==> config.mk <==
export PLATFORM = sky130hd
export DESIGN_NAME = dp_pointer_unit_flat
export DESIGN_NICKNAME = d
export VERILOG_FILES = /design/src/rtl/dp_pointer_unit_if.sv /design/src/rtl/dp_pointer_unit.sv /design/src/flat_wrapper.sv
export SDC_FILE = /design/constraint.sdc
export NUM_CORES = 1
export LEC_CHECK = 0
export ABC_AREA = 1
export CORE_UTILIZATION = 50
export CTS_CLUSTER_DIAMETER = 200
export CTS_CLUSTER_SIZE = 14
export DETAILED_ROUTE_END_ITERATION = 8
export PLACE_DENSITY = 0.8
export SLEW_MARGIN = 10
export SYNTH_ARGS = -nofsm -noshare
export SYNTH_HDL_FRONTEND = slang
export SYNTH_SLANG_ARGS = --single-unit
==> constraint.sdc <==
create_clock -name CLK -period 9.7 [get_ports CLK]
set_clock_uncertainty 0.15 [all_clocks]
set_input_delay 1.94 -clock CLK [delete_from_list [all_inputs] [get_ports CLK]]
set_output_delay 1.94 -clock CLK [all_outputs]
set_load 0.02 [all_outputs]
==> src/rtl/dp_pointer_unit_if.sv <==
// Bus bundle for dp_pointer_unit: operation request inputs and pointer/status outputs.
interface dp_pointer_unit_if #(
    parameter int WIDTH = 16
);
    logic             en;
    logic [2:0]       dp_op;
    logic [WIDTH-1:0] dp_load;
    logic [WIDTH-1:0] dp_off;
    logic             err_clr;
    logic [WIDTH-1:0] dp;
    logic             empty;
    logic             full;
    logic             overflow;
    logic             underflow;

    // Requester side: issues operations, observes pointer state.
    modport master (
        output en, dp_op, dp_load, dp_off, err_clr,
        input  dp, empty, full, overflow, underflow
    );

    // Pointer unit side.
    modport slave (
        input  en, dp_op, dp_load, dp_off, err_clr,
        output dp, empty, full, overflow, underflow
    );
endinterface

==> src/rtl/dp_pointer_unit.sv <==
// Bounded pointer register (-1..DEPTH-1, -1 = empty) with inc/dec/load/add/clear
// operations. Out-of-range results are rejected: the pointer holds and a sticky
// overflow/underflow flag records the attempt. Never wraps.
module dp_pointer_unit #(
    parameter int WIDTH = 16,
    parameter int DEPTH = 256
) (
    input  logic              CLK,
    input  logic              reset,
    dp_pointer_unit_if.slave  bus
);
    localparam longint MAX_DEPTH = longint'(1) << (WIDTH - 1);

    if (DEPTH < 2 || DEPTH > MAX_DEPTH) begin : g_param_check
        $fatal(1, "dp_pointer_unit: DEPTH must be in 2..2^(WIDTH-1)");
    end

    localparam logic [2:0] OP_INC   = 3'b001;
    localparam logic [2:0] OP_DEC   = 3'b010;
    localparam logic [2:0] OP_LOAD  = 3'b011;
    localparam logic [2:0] OP_ADD   = 3'b100;
    localparam logic [2:0] OP_CLEAR = 3'b101;

    // Candidate arithmetic is one bit wider than the pointer so no operand
    // combination can wrap before the range check.
    localparam logic signed [WIDTH:0] MAX_C  = (WIDTH + 1)'(DEPTH - 1);
    localparam logic signed [WIDTH:0] NEG1_C = '1;
    localparam logic signed [WIDTH:0] ONE_C  = (WIDTH + 1)'(1);

    logic [WIDTH-1:0]        dp_q, dp_d;
    logic                    ovf_q, ovf_d;
    logic                    unf_q, unf_d;
    logic signed [WIDTH:0]   dp_ext, cand;
    logic                    act, ovf_hit, unf_hit;

    assign dp_ext = $signed({dp_q[WIDTH-1], dp_q});

    // Decode the operation into a candidate value and range-check it.
    always_comb begin
        cand = dp_ext;
        act  = 1'b0;
        unique case (bus.dp_op)
            OP_INC:   begin cand = dp_ext + ONE_C; act = 1'b1; end
            OP_DEC:   begin cand = dp_ext - ONE_C; act = 1'b1; end
            OP_LOAD:  begin cand = $signed({bus.dp_load[WIDTH-1], bus.dp_load}); act = 1'b1; end
            OP_ADD:   begin cand = dp_ext + $signed({bus.dp_off[WIDTH-1], bus.dp_off}); act = 1'b1; end
            OP_CLEAR: begin cand = NEG1_C; act = 1'b1; end
            default:  begin cand = dp_ext; act = 1'b0; end
        endcase
        act     = act & bus.en;
        ovf_hit = act && (cand > MAX_C);
        unf_hit = act && (cand < NEG1_C);
        dp_d    = (act && !ovf_hit && !unf_hit) ? cand[WIDTH-1:0] : dp_q;
        // A fresh error on the same edge as err_clr wins over the clear.
        ovf_d   = ovf_hit | (ovf_q & ~bus.err_clr);
        unf_d   = unf_hit | (unf_q & ~bus.err_clr);
    end

    // State registers; synchronous reset discards whatever op is presented.
    always_ff @(posedge CLK) begin
        if (!reset) begin
            dp_q  <= '1;
            ovf_q <= 1'b0;
            unf_q <= 1'b0;
        end else begin
            dp_q  <= dp_d;
            ovf_q <= ovf_d;
            unf_q <= unf_d;
        end
    end

    assign bus.dp        = dp_q;
    assign bus.empty     = (dp_q == '1);
    assign bus.full      = (dp_q == MAX_C[WIDTH-1:0]);
    assign bus.overflow  = ovf_q;
    assign bus.underflow = unf_q;
endmodule

==> src/flat_wrapper.sv <==
// flat-port wrapper written by rule: the top's interface ports become plain ports
module dp_pointer_unit_flat 
#(
    parameter int WIDTH = 16,
    parameter int DEPTH = 256
)
  (CLK, reset, bus_en, bus_dp_op, bus_dp_load, bus_dp_off, bus_err_clr, bus_dp, bus_empty, bus_full, bus_overflow, bus_underflow);
  dp_pointer_unit_if #(.WIDTH(WIDTH)) bus_i ();
  input  logic CLK;
  input  logic reset;
  input wire logic [$bits(bus_i.en)-1:0] bus_en;
  input wire logic [$bits(bus_i.dp_op)-1:0] bus_dp_op;
  input wire logic [$bits(bus_i.dp_load)-1:0] bus_dp_load;
  input wire logic [$bits(bus_i.dp_off)-1:0] bus_dp_off;
  input wire logic [$bits(bus_i.err_clr)-1:0] bus_err_clr;
  output wire logic [$bits(bus_i.dp)-1:0] bus_dp;
  output wire logic [$bits(bus_i.empty)-1:0] bus_empty;
  output wire logic [$bits(bus_i.full)-1:0] bus_full;
  output wire logic [$bits(bus_i.overflow)-1:0] bus_overflow;
  output wire logic [$bits(bus_i.underflow)-1:0] bus_underflow;
  assign bus_i.en = bus_en;
  assign bus_i.dp_op = bus_dp_op;
  assign bus_i.dp_load = bus_dp_load;
  assign bus_i.dp_off = bus_dp_off;
  assign bus_i.err_clr = bus_err_clr;
  assign bus_dp = bus_i.dp;
  assign bus_empty = bus_i.empty;
  assign bus_full = bus_i.full;
  assign bus_overflow = bus_i.overflow;
  assign bus_underflow = bus_i.underflow;
  dp_pointer_unit #(.WIDTH(WIDTH), .DEPTH(DEPTH)) u_core (.CLK(CLK), .reset(reset), .bus(bus_i));
endmodule
==> results <==
- The setup path with the least slack is of type in -> reg.
- Dividing the final minimum period by the clock period gives 0.5784.
- The maximum fanout along the worst path is 16.
- The worst hold slack after final layout is 0.3156 ns.
- The final weighted congestion in routability-driven placement is between 0.9 and 1.
- For this run, design rule violations remaining after detail routing come to 0.
- The count of pins over their slew limit is 0.
- The final layout net count is 582.
- The tightest min-delay check is of the reg -> reg type.
- Clock-pin slew was measured on the worst setup and hold paths at about 0.060 ns.
- The number of I/O pins is 59.
- In this run, post-CTS repair resized a total of 0 instances.
- The count of hold buffers inserted by post-cts repair is 0.
- In this run the horizontal extent of the chip is 74.20 µm.
- The first global-routing pass estimated 12130 µm of wire.
- For this run, the total global-route usage over all layers was measured as 0.2798.
- The number of standard cells after synthesis is between 400 and 500.
- The mean instance size in the synthesized netlist is 5.510 µm².
- The part of the Yosys area used for sequential elements is 0.1383.
- During synthesis, Yosys emitted a total of 0 warnings.
- The fmax is 0.1782 GHz.
- The number of hold violations in the final report is 0.
- The floorplan has 25 rows.
- The post-synth net total is between 500 and 600.
- The total die area is 0.005505 mm².
- By instance count, the leading cell after synthesis is nand2_1.
- TritonCTS created 3 clock buffers.
- The dominant cell type by area after synthesis is nand2_1.
- The transition time at the pin with the least slew margin is 0.5876 ns.
- The core footprint is 0.004880 mm².
- Summed over all layers, the global routing overflow is 0.
- The synthesized design contains 18 register bits.
- Ranked by total cell area, the synthesized netlist is headed by nand2_1 28%, dfxtp_1 14%, nand3_1 11%.
- Counting along the longest clock path gives a buffer depth of 2.
- The number of synthesized flops with an enable pin is 0.
- Of all flip-flops after synthesis, the portion carrying an async set or reset was 0.
- CTS built an H-tree with a depth of 1.
- TritonCTS built the clock tree.
- The count of distinct cell types in the synthesized netlist is 36.
- The required time at the endpoint of the critical path is 9.66 ns.
- The number of antenna diodes in the final layout is 0.
- The total detailed-routing wirelength is roughly 7300 µm.
- The clock root buffer master is clkbuf_8.
- Of the cells placed in the final design, the portion with a size suffix greater than 1 is 0.07252.
- Among all flip-flop cells after synthesis, the most frequent one is dfxtp_1.
- Setup repair after global routing left no endpoint under its margin.
- The average via count per standard cell is 5.171.
- The vertical extent of the die is 74.20 µm.
- The remaining max-slew budget at the tightest pin is 0.6070.
- The number of setup violations in the final report is 0.
- The share of synthesized area in the top cell type comes to 0.2794.
- Once the clock tree was built, the setup fixing pass inserted 0 buffers.
- Setup slack on the critical path of the routed design comes to 4.090 ns.
- The remaining number of nets flagged by the antenna check after routing is 0.
- Across the VDD grid, the largest voltage drop is between 0.1 and 0.15 mV.
- The maximum number of pins on one net before global-route repair is 18.
- For this configuration, the core starts out at a cell density of 0.5341.
- The minimum period implied by the final worst setup slack is 5.610 ns.
- After filler insertion, the fill cell instance count of the layout stands at 495.
- Summed over all nets, the half-perimeter wirelength after detailed placement is 6069 µm.
- Buffers placed on the I/O ports in this run total 58.
- The mapped cell area is ~0.0026 mm².
- The via count of the first global-routing pass is about 2700.
- The number of antenna violations at the first check in global routing is 0.
- Summed over all cells, the static leakage comes to roughly 1.8 nW.
- The post-layout instance area is approximately 0.0032 mm².
- The type of destination of the critical path is a register.
- The power density over the cells is 117.7 mW/mm².
- The core occupancy in the finished layout is 0.6590.
- The latest clock arrival within the worst-skew pair is 0.25 ns.
- The number of iterations in the first detailed-routing pass is 5.
- The post-route setup TNS is 0 ns.
- The flow ran to the end, and the final reports show no timing, DRC or antenna violations.
- The endpoint arrival time on the critical path is around 5.6 ns.
- After detailed placement, the total cell area comes to 0.003174 mm².
- The detailed router finished its first iteration with 215 violations.
- The number of violations of the max-capacitance limit is 0.
- In the synthesized netlist, the cells that appear most often are 194 x nand2_1, 73 x inv_1, 58 x nand3_1.
- The minimum setup slack after placement is 3.864 ns.
- Relative to the synthesized area, the layout overhead comes to 23.38%.
- The mean routed wirelength per cell is 12.40 µm.
- The total number of vias is 3056.
- The startpoint class of the critical path is a primary input.
- The CTS sink count is 18.
-- routing by layer --
metal	track usage	vias up	part of all wire
met5	0	-	0
met4	0.05769	0	0.012
met3	0.01355	10	0.061
met2	0.4687	108	0.45
met1	0.3975	1352	0.47
li1	-	1586	-
-- power breakdown --
part | total (mW) | switching (mW) | internal [mW]
sequential | 0.0944 | 0.0134 | 0.0810
combinational | 0.234 | 0.141 | 0.0929
clock | 0.0499 | 0.0224 | 0.0275
total | 0.378 | 0.177 | 0.201
-- cells in the final DEF, fill, tap and decap left out, types with 2 or more instances in the layout --
| cell type | synthesis | layout |
|---|---|---|
| inv_1 | 73 | 73 |
| nor3_1 | 3 | 3 |
| nor2_2 | 3 | 3 |
| nor4_1 | 2 | 2 |
| nor2_1 | 26 | 26 |
| ha_1 | 16 | 16 |
| a21oi_2 | 4 | 4 |
| nand4_1 | 7 | 7 |
| nand3_2 | 7 | 7 |
| nand2_4 | 3 | 3 |
| o21ai_0 | 3 | 3 |
| nand2_1 | 194 | 194 |
| or2_1 | 2 | 2 |
| nand3b_1 | 5 | 5 |
| dfxtp_1 | 18 | 18 |
| clkdlybuf4s50_1 | 0 | 58 |
| or2_2 | 3 | 3 |
| nand3_1 | 58 | 58 |
| nand2_2 | 6 | 6 |
| clkbuf_8 | 1 | 3 |
| inv_2 | 4 | 4 |
| a21oi_1 | 15 | 15 |
-- metrics by stage --
| step | total power [mW] | std cells |
|---|---|---|
| after global placement | 0.3225 | 588 |
| after floorplan | 0.2618 | 473 |
| after CTS | 0.3767 | 591 |
| after detailed placement | 0.3271 | 588 |
| final | 0.3785 | 591 |
| after global routing | 0.4144 | 591 |
-- sequential cells by signal (all words and copies together), names as in the netlist --
signal	cells
u_core.bus.overflow	1
u_core.bus.underflow	1
u_core.bus.dp	16
-- final cells by class --
type	count	area, µm²	share of cell area
multi-input combinational	368	1861	0.5786
timing repair buffer	58	580.6	0.1805
sequential	18	360.3	0.1121
inverter	77	289.0	0.08988
tap	67	83.83	0.02607
clock buffer	3	41.29	0.01284
-- logic make-up (layout without fill, tap and decap cells) --
logic type	Yosys count	in the layout	synth area share
adder cells (fa/ha/maj)	17	17	0.08449
flip-flops	18	18	0.1383
XOR/XNOR	1	1	0.003361
AND/OR/NAND/NOR	326	326	0.5684
AO/OA/AOI/OAI	24	24	0.05761
buffers and inverters	87	138	0.1479
-- worst paths after layout --
kind                                       start  depth (start not counted)  slack, ns                             end
setup / recovery                    bus_dp_op[0]                         24       4.09   u_core.bus.dp[1]$_SDFFE_PN1P_
hold / removal    u_core.bus.overflow$_SDFF_PN0_                          2       0.32  u_core.bus.overflow$_SDFF_PN0_
setup reg to reg   u_core.bus.dp[0]$_SDFFE_PN1P_                         21       6.48   u_core.bus.dp[1]$_SDFFE_PN1P_
hold reg to reg   u_core.bus.overflow$_SDFF_PN0_                          2       0.32  u_core.bus.overflow$_SDFF_PN0_
-- critical path: stages --
cell	delay, ns
clkdlybuf4s50_1	0.53
inv_2	0.16
nand3_2	0.11
inv_1	0.36
a21oi_1	0.18
fa_1	0.47
inv_1	0.09
nand2_1	0.06
nand2_1	0.06
nand3_1	0.09
nand2_1	0.12
nand2_1	0.07
nand2_1	0.06
nand2_1	0.04
nand3_1	0.07
nand2_1	0.06
nand2_1	0.08
nand2_1	0.06
nor2_1	0.12
nand2_1	0.12
a21oi_4	0.34
nand2_4	0.20
nand2_1	0.10
nand3_1	0.07
No activity file was read; power rests on OpenSTA's default activity.
